<file path="src/rtl/ofifo.sv">
// rtl/ofifo.sv - per-column output collection FIFO below the systolic MAC array
// Columns fill independently (skewed wavefront); a row is popped from all columns at once.
module ofifo #(
  parameter int col     = 8,
  parameter int psum_bw = 16,
  parameter int depth   = 16
) (
  input  logic                   clk,
  input  logic                   reset,
  input  logic [col*psum_bw-1:0] in,
  input  logic [col-1:0]         wr,
  input  logic                   rd,
  output logic [col*psum_bw-1:0] out,
  output logic                   o_full,
  output logic                   o_ready,
  output logic                   o_valid
);

  localparam int aw = $clog2(depth);
  localparam logic [aw:0] full_count = (aw+1)'(depth);

  logic [col-1:0] nonempty;
  logic [col-1:0] full;
  logic           pop;

  assign o_valid = &nonempty;
  assign o_full  = |full;
  assign o_ready = ~o_full;
  assign pop     = rd & o_valid;

  for (genvar g = 0; g < col; g++) begin : g_col
    logic [psum_bw-1:0] mem [depth];
    logic [aw-1:0]      wptr;
    logic [aw-1:0]      rptr;
    logic [aw:0]        count;
    logic               push;

    // A full column drops the write even when the shared pop frees a slot this cycle.
    assign push        = wr[g] && (count != full_count);
    assign nonempty[g] = (count != '0);
    assign full[g]     = (count == full_count);
    assign out[g*psum_bw +: psum_bw] = mem[rptr];

    always_ff @(posedge clk) begin
      if (reset) begin
        for (int i = 0; i < depth; i++) mem[i] <= '0;
        wptr  <= '0;
        rptr  <= '0;
        count <= '0;
      end else begin
        if (push) begin
          mem[wptr] <= in[g*psum_bw +: psum_bw];
          wptr      <= wptr + 1'b1;
        end
        if (pop) rptr <= rptr + 1'b1;
        count <= count + {{aw{1'b0}}, push} - {{aw{1'b0}}, pop};
      end
    end
  end

endmodule

</file>
<file path="config.mk">
export PLATFORM = sky130hd
export DESIGN_NAME = ofifo
export DESIGN_NICKNAME = d
export VERILOG_FILES = /design/src/rtl/ofifo.sv
export SDC_FILE = /design/constraint.sdc
export NUM_CORES = 2
export LEC_CHECK = 0
export CAP_MARGIN = 10
export CORE_MARGIN = 3
export CORE_UTILIZATION = 62
export DETAILED_ROUTE_END_ITERATION = 6
export PLACE_DENSITY = 0.77
export SLEW_MARGIN = 0
export SYNTH_ARGS = -nofsm -noshare
export SYNTH_HDL_FRONTEND = slang
export SYNTH_SLANG_ARGS = --single-unit
export TNS_END_PERCENT = 30
</file>
<file path="constraint.sdc">
create_clock -name clk -period 4.4 [get_ports clk]
set_clock_uncertainty 0.2 [all_clocks]
set_input_delay 0.44 -clock clk [delete_from_list [all_inputs] [get_ports clk]]
set_output_delay 0.44 -clock clk [all_outputs]
set_load 0.02 [all_outputs]
</file>
# [After elaboration in Yosys (flattened, before gate mapping)]
# Memory sizes are Yosys's and may differ from the RTL's. A register that Yosys moved wholly into a read port is not among the register bits.
# Cells that the tools add are included.
[totals] regBits=104 latchBits=0 mem_bits_rw=2048 rom_bits=0 out_inout_bits=131 elab_cells=174 mem_count=8
[classes] add_sub_neg=32 mul=0 n_div=0 n_lt_le_gt_ge=0 n_eq_ne=16 shifts=0 n_mux=66 bitwise=2 reduce_logical=26
[mem_list] name="g_col[0].mem" words=16 width=16 rd=1 rd_ports_with_merged_regs=1 wr=16 line="32" rtl="logic [psum_bw-1:0] mem [depth];"
[mem_list] name="g_col[1].mem" words=16 width=16 rd=1 rd_ports_with_merged_regs=1 wr=16 line="32"
[mem_list] name="g_col[2].mem" words=16 width=16 rd=1 rd_ports_with_merged_regs=1 wr=16 line="32"
[mem_list] name="g_col[3].mem" words=16 width=16 rd=1 rd_ports_with_merged_regs=1 wr=16 line="32"
[mem_list] name="g_col[4].mem" words=16 width=16 rd=1 rd_ports_with_merged_regs=1 wr=16 line="32"
[mem_list] name="g_col[5].mem" words=16 width=16 rd=1 rd_ports_with_merged_regs=1 wr=16 line="32"
[mem_list] name="+2 memories"
[op_table] op="$mux W16" count=8
[op_table] op="$reduce_or A16 Y1" count=8
[op_table] op="$mux W4" count=24
[op_table] op="$add A4 B1 Y4 const B" count=16
[op_table] op="$add A5 B1 Y5" count=8
[op_table] op="$eq A5 B5 Y1 const B" count=8
[op_table] op="$ne A5 B5 Y1 const B" count=8
[op_table] op="$reduce_bool A5 Y1" count=8
[op_table] op="$sub A5 B1 Y5" count=8
[op_table] op="$mux W1" count=34
[op_table] op="$logic_and A1 B1 Y1" count=8
[op_table] op="$reduce_and A8 Y1" count=1
[op_table] op="$reduce_or A8 Y1" count=1
[op_table] op="$and A1 B1 Y1" count=1
[op_table] op="$not A1 Y1" count=1

# [Depth between registers and ports, before layout]
[depth] depth_word=7 depth_mapped=16 mapped_depth_nobuf=14

# [Worst setup path after synthesis]
# OpenSTA, ideal clock, no wires.
[synth_path] path_kind="reg-to-reg" from="register g_col[4].count[2]" to="register g_col[4].count[4]" setup_time_ns=0.070 arrival_ns=3.321 setup_slack_ns=0.809 path_stages_with_launch=16 n_path_buf=2 period_less_slack_ns=3.591 cell_sequence="dfxtp_1 inv_1 ha_1 nor4b_1 or4_1 buf_6 nor3_4 buf_6 ha_1 inv_1 ha_1 fa_1 a21oi_1 nor2_1 or3_1 a21oi_1"
[synth_between] elab_chain_len=4 elab_cells_between_ends=7
[synth_lines] item="start, declared" line="35" rtl="logic [aw:0] count;"
[synth_lines] item="start signal, assigned" line="56" rtl="count <= count + {{aw{1'b0}}, push} - {{aw{1'b0}}, pop};"
[synth_lines] item="$ne A5 B5 Y1 / $reduce_bool A5 Y1 (equally long branches)" line="39, 40"
[synth_lines] item="$logic_and A1 B1 Y1 / $reduce_and A8 Y1 (equally long branches)" line="39, 26"
[synth_lines] item="$add A5 B1 Y5 / $and A1 B1 Y1 (equally long branches)" line="56, 29"
[synth_lines] item="$sub A5 B1 Y5 *" line="56"
# Mark *: on every way between the ends. The rest lies on a longest branch, timed or not.
# A chain may end at the register's enable or synchronous reset.

==> impl_metrics.json <==
{
  "run_status": "complete, but fails checks",
  "failed_checks": "design-rule violations",
  "power_density_relative_to_cell_area_mw_per_mm2": 447,
  "syn-cell-area_mm2": 0.0991,
  "synthDominantCellAreaShare": 0.620,
  "post_drt_wl_per_cell_um": 26.4,
  "ys_seq_area_frac": 0.648,
  "syn-num-nets": 6467,
  "io_pins": 270,
  "cts.sinks": 2184,
  "total_number_of_vias": 54300,
  "total_leakage_power_nw": 41.9,
  "path_max_fanout": 26,
  "grt_start_max_net_pins": 93,
  "timing_worst_setup_path_type": "reg -> out",
  "core_region_area_mm2": 0.159,
  "h-tree-depth": 4,
  "dp.cells": 8179,
  "drcViolationCount": 2,
  "timing.final.crit_share": 0.958,
  "critical_path.reg2reg.startpoint": "g_col[7].count[2]",
  "antenna_violating_nets_post_route": 0,
  "register_bit_count_reported_by_yosys": 2184,
  "final_layout_size_suffix_gt1_frac": 0.186,
  "clockBufferDepth": 3,
  "postSynthCellCount": 6232,
  "clk_transition_reported_paths_ns": 0.06,
  "starting_utilization_of_the_core_area": 0.625,
  "synth_top_cells_by_area": "sky130_fd_sc_hd__edfxtp_1 (62%), sky130_fd_sc_hd__mux4_2 (15%), sky130_fd_sc_hd__and2_1 (8.1%)",
  "yosysUniqueCellTypes": 45,
  "yosysTopAreaCell": "sky130_fd_sc_hd__edfxtp_1",
  "worst_slew_pin_slew_ns": 1.16,
  "die_w_um": 406,
  "grt_setup_unrepaired": "false",
  "most-common-layout-cells": "sky130_fd_sc_hd__edfxtp_1 (2048), sky130_fd_sc_hd__and2_1 (1282), sky130_fd_sc_hd__and3_1 (776), sky130_fd_sc_hd__mux4_2 (640), sky130_fd_sc_hd__clkdlybuf4s50_1 (268)",
  "wire_length_of_the_first_global_routing_pass_um": 347000,
  "grt_antenna_before_repair": 12,
  "die_h_um": 406,
  "reg2reg_setup_slack_ns": 0.51,
  "fin_crit_ns": 4.21,
  "pre_cts_ws_ns": 0.507,
  "maxClockFrequency_mhz": 237,
  "mostFrequentLayoutCell": "sky130_fd_sc_hd__edfxtp_1",
  "gp_congestion": 0.797,
  "number_of_enable_flip_flop_cells_after_synthesis": 2048,
  "final.hold.worst_slack_ns": 0.120,
  "final_routed_wirelength_um": 227000,
  "maxSlewViolCount": 0,
  "ctsRootBufferMaster": "sky130_fd_sc_hd__clkbuf_16",
  "viasPerCell": 6.32,
  "vdd_drop_max_mv": 0.425,
  "drt-initial-drc-count": 5355,
  "post-layout-total-power_mw": 49.6,
  "worstSetupStartpointType": "flip-flop",
  "gr-total-overflow": 0,
  "rows": 146,
  "synth.avg_cell_area_um2": 15.9,
  "placed_cell_area_mm2": 0.104,
  "hold_viol": 0,
  "max_cap_violations": 0,
  "detailedPlacementHpwl_um": 139000,
  "timing.slew.headroom": 0.226,
  "setup_total_negative_slack_ns": 0,
  "min_path_type": "in -> reg",
  "vias_in_the_first_global_route": 55600,
  "yosysWarningCount": 0,
  "end_kind": "output pin",
  "area_growth_syn_to_layout_pct": 11.9,
  "setup_viol": 0,
  "postLayoutSetupSlackWorst_ns": 0.185,
  "critPathArrivalTime_ns": 3.57,
  "worst_ep_required_time_ns": 3.76,
  "finalNetCount": 6562,
  "final_cell_area_mm2": 0.111,
  "grt_util_all_layers": 0.280,
  "hp-start": "wr[3]",
  "non_filler_instance_count_after_layout": 8596,
  "first_pass_iters": 7,
  "fillers": 10100,
  "postLayoutCoreUtil": 0.699,
  "floorplan.die_area_mm2": 0.165,
  "numCtsBuffers": 216,
  "clk_latency_ns": 0.83,
  "ys_dominant_reg_cell": "sky130_fd_sc_hd__edfxtp_1",
  "share_of_synthesized_flip_flops_with_an_asynchronous_set_or_reset": 0,
  "io_buffers": 269,
  "cts_tree": "done"
}
final cells by class:
cell class | count | area [um2] | share of cell area
multi-input combinational | 3404 | 32500 | 0.293
timing repair buffer | 454 | 4380 | 0.0395
clock inverter | 120 | 1100 | 0.00989
clock buffer | 285 | 5800 | 0.0523
inverter | 67 | 251 | 0.00227
sequential | 2184 | 64300 | 0.579
antenna | 10 | 25.0 | 0.000226
tap | 2072 | 2590 | 0.0234
cell usage after synthesis (11+ instances only):
library cell,count
sky130_fd_sc_hd__buf_1,27
sky130_fd_sc_hd__o31ai_1,16
sky130_fd_sc_hd__nor2b_1,30
sky130_fd_sc_hd__clkbuf_1,483
sky130_fd_sc_hd__and3_1,776
sky130_fd_sc_hd__nor2_1,118
sky130_fd_sc_hd__and2_1,1282
sky130_fd_sc_hd__nand2b_1,24
sky130_fd_sc_hd__mux4_2,640
sky130_fd_sc_hd__inv_1,67
sky130_fd_sc_hd__xnor2_1,21
sky130_fd_sc_hd__mux2_1,11
sky130_fd_sc_hd__ha_1,88
sky130_fd_sc_hd__a21o_1,56
sky130_fd_sc_hd__xor2_1,23
sky130_fd_sc_hd__or2_2,46
sky130_fd_sc_hd__dfxtp_1,136
sky130_fd_sc_hd__nand3_1,38
sky130_fd_sc_hd__or4_1,18
sky130_fd_sc_hd__buf_2,59
sky130_fd_sc_hd__nand2_1,30
sky130_fd_sc_hd__or2_1,33
sky130_fd_sc_hd__a21oi_1,45
sky130_fd_sc_hd__nor3_1,23
sky130_fd_sc_hd__edfxtp_1,2048
power by group:
| group | switching, mW | internal, mW | total (mW) |
|---|---|---|---|
| combinational | 4.21 | 3.00 | 7.21 |
| clock | 7.87 | 10.1 | 18.0 |
| sequential | 0.521 | 23.9 | 24.4 |
state kept, by name, indices dropped and copies added (netlist names), named ones only:
register     flops
g_col.mem     2048
g_col.count     40
g_col.rptr      32
g_col.wptr      32
kinds of logic (layout without fill, tap and decap cells):
kind of cell | after synthesis | count (layout) | synth area share
multiplexers | 664 | 664 | 0.148
AND/OR/NAND/NOR | 2474 | 2474 | 0.154
buffers and inverters | 644 | 926 | 0.0256
flip-flops | 2184 | 2184 | 0.648
other | 0 | 10 | 0
XOR/XNOR | 44 | 44 | 0.00389
AO/OA/AOI/OAI | 126 | 126 | 0.00833
adder cells (fa/ha/maj) | 96 | 96 | 0.0127
worst max-delay path, stage by stage, from the launching register on:
cell                              delay (ns)
sky130_fd_sc_hd__dfxtp_4                0.71
sky130_fd_sc_hd__buf_4                  0.36
sky130_fd_sc_hd__mux4_2                 0.55
sky130_fd_sc_hd__mux4_2                 0.54
sky130_fd_sc_hd__clkdlybuf4s50_1        0.59
what timing repair did:
item / CTS / global route
hold buffers: 1 / 0
resized for setup: 0 / 1
endpoints found under the hold margin: 18 / 0
buffers inserted: 0 / 1
endpoints found under the setup margin: 0 / 2
layer usage:
metal	track usage	part of all wire
met1	0.407	0.40
met2	0.450	0.49
met3	0.0464	0.079
met4	0.0712	0.023
met5	0	0.000040
final timing paths:
check                                    endpoint  cells after the start
worst max-delay path                      out[13]                      4
worst min-delay path             g_col[3].wptr[1]                      3
worst max register to register  g_col[2].count[4]                     15
worst min register to register   g_col[5].rptr[3]                      2
Power figures use the tool's default switching activity.
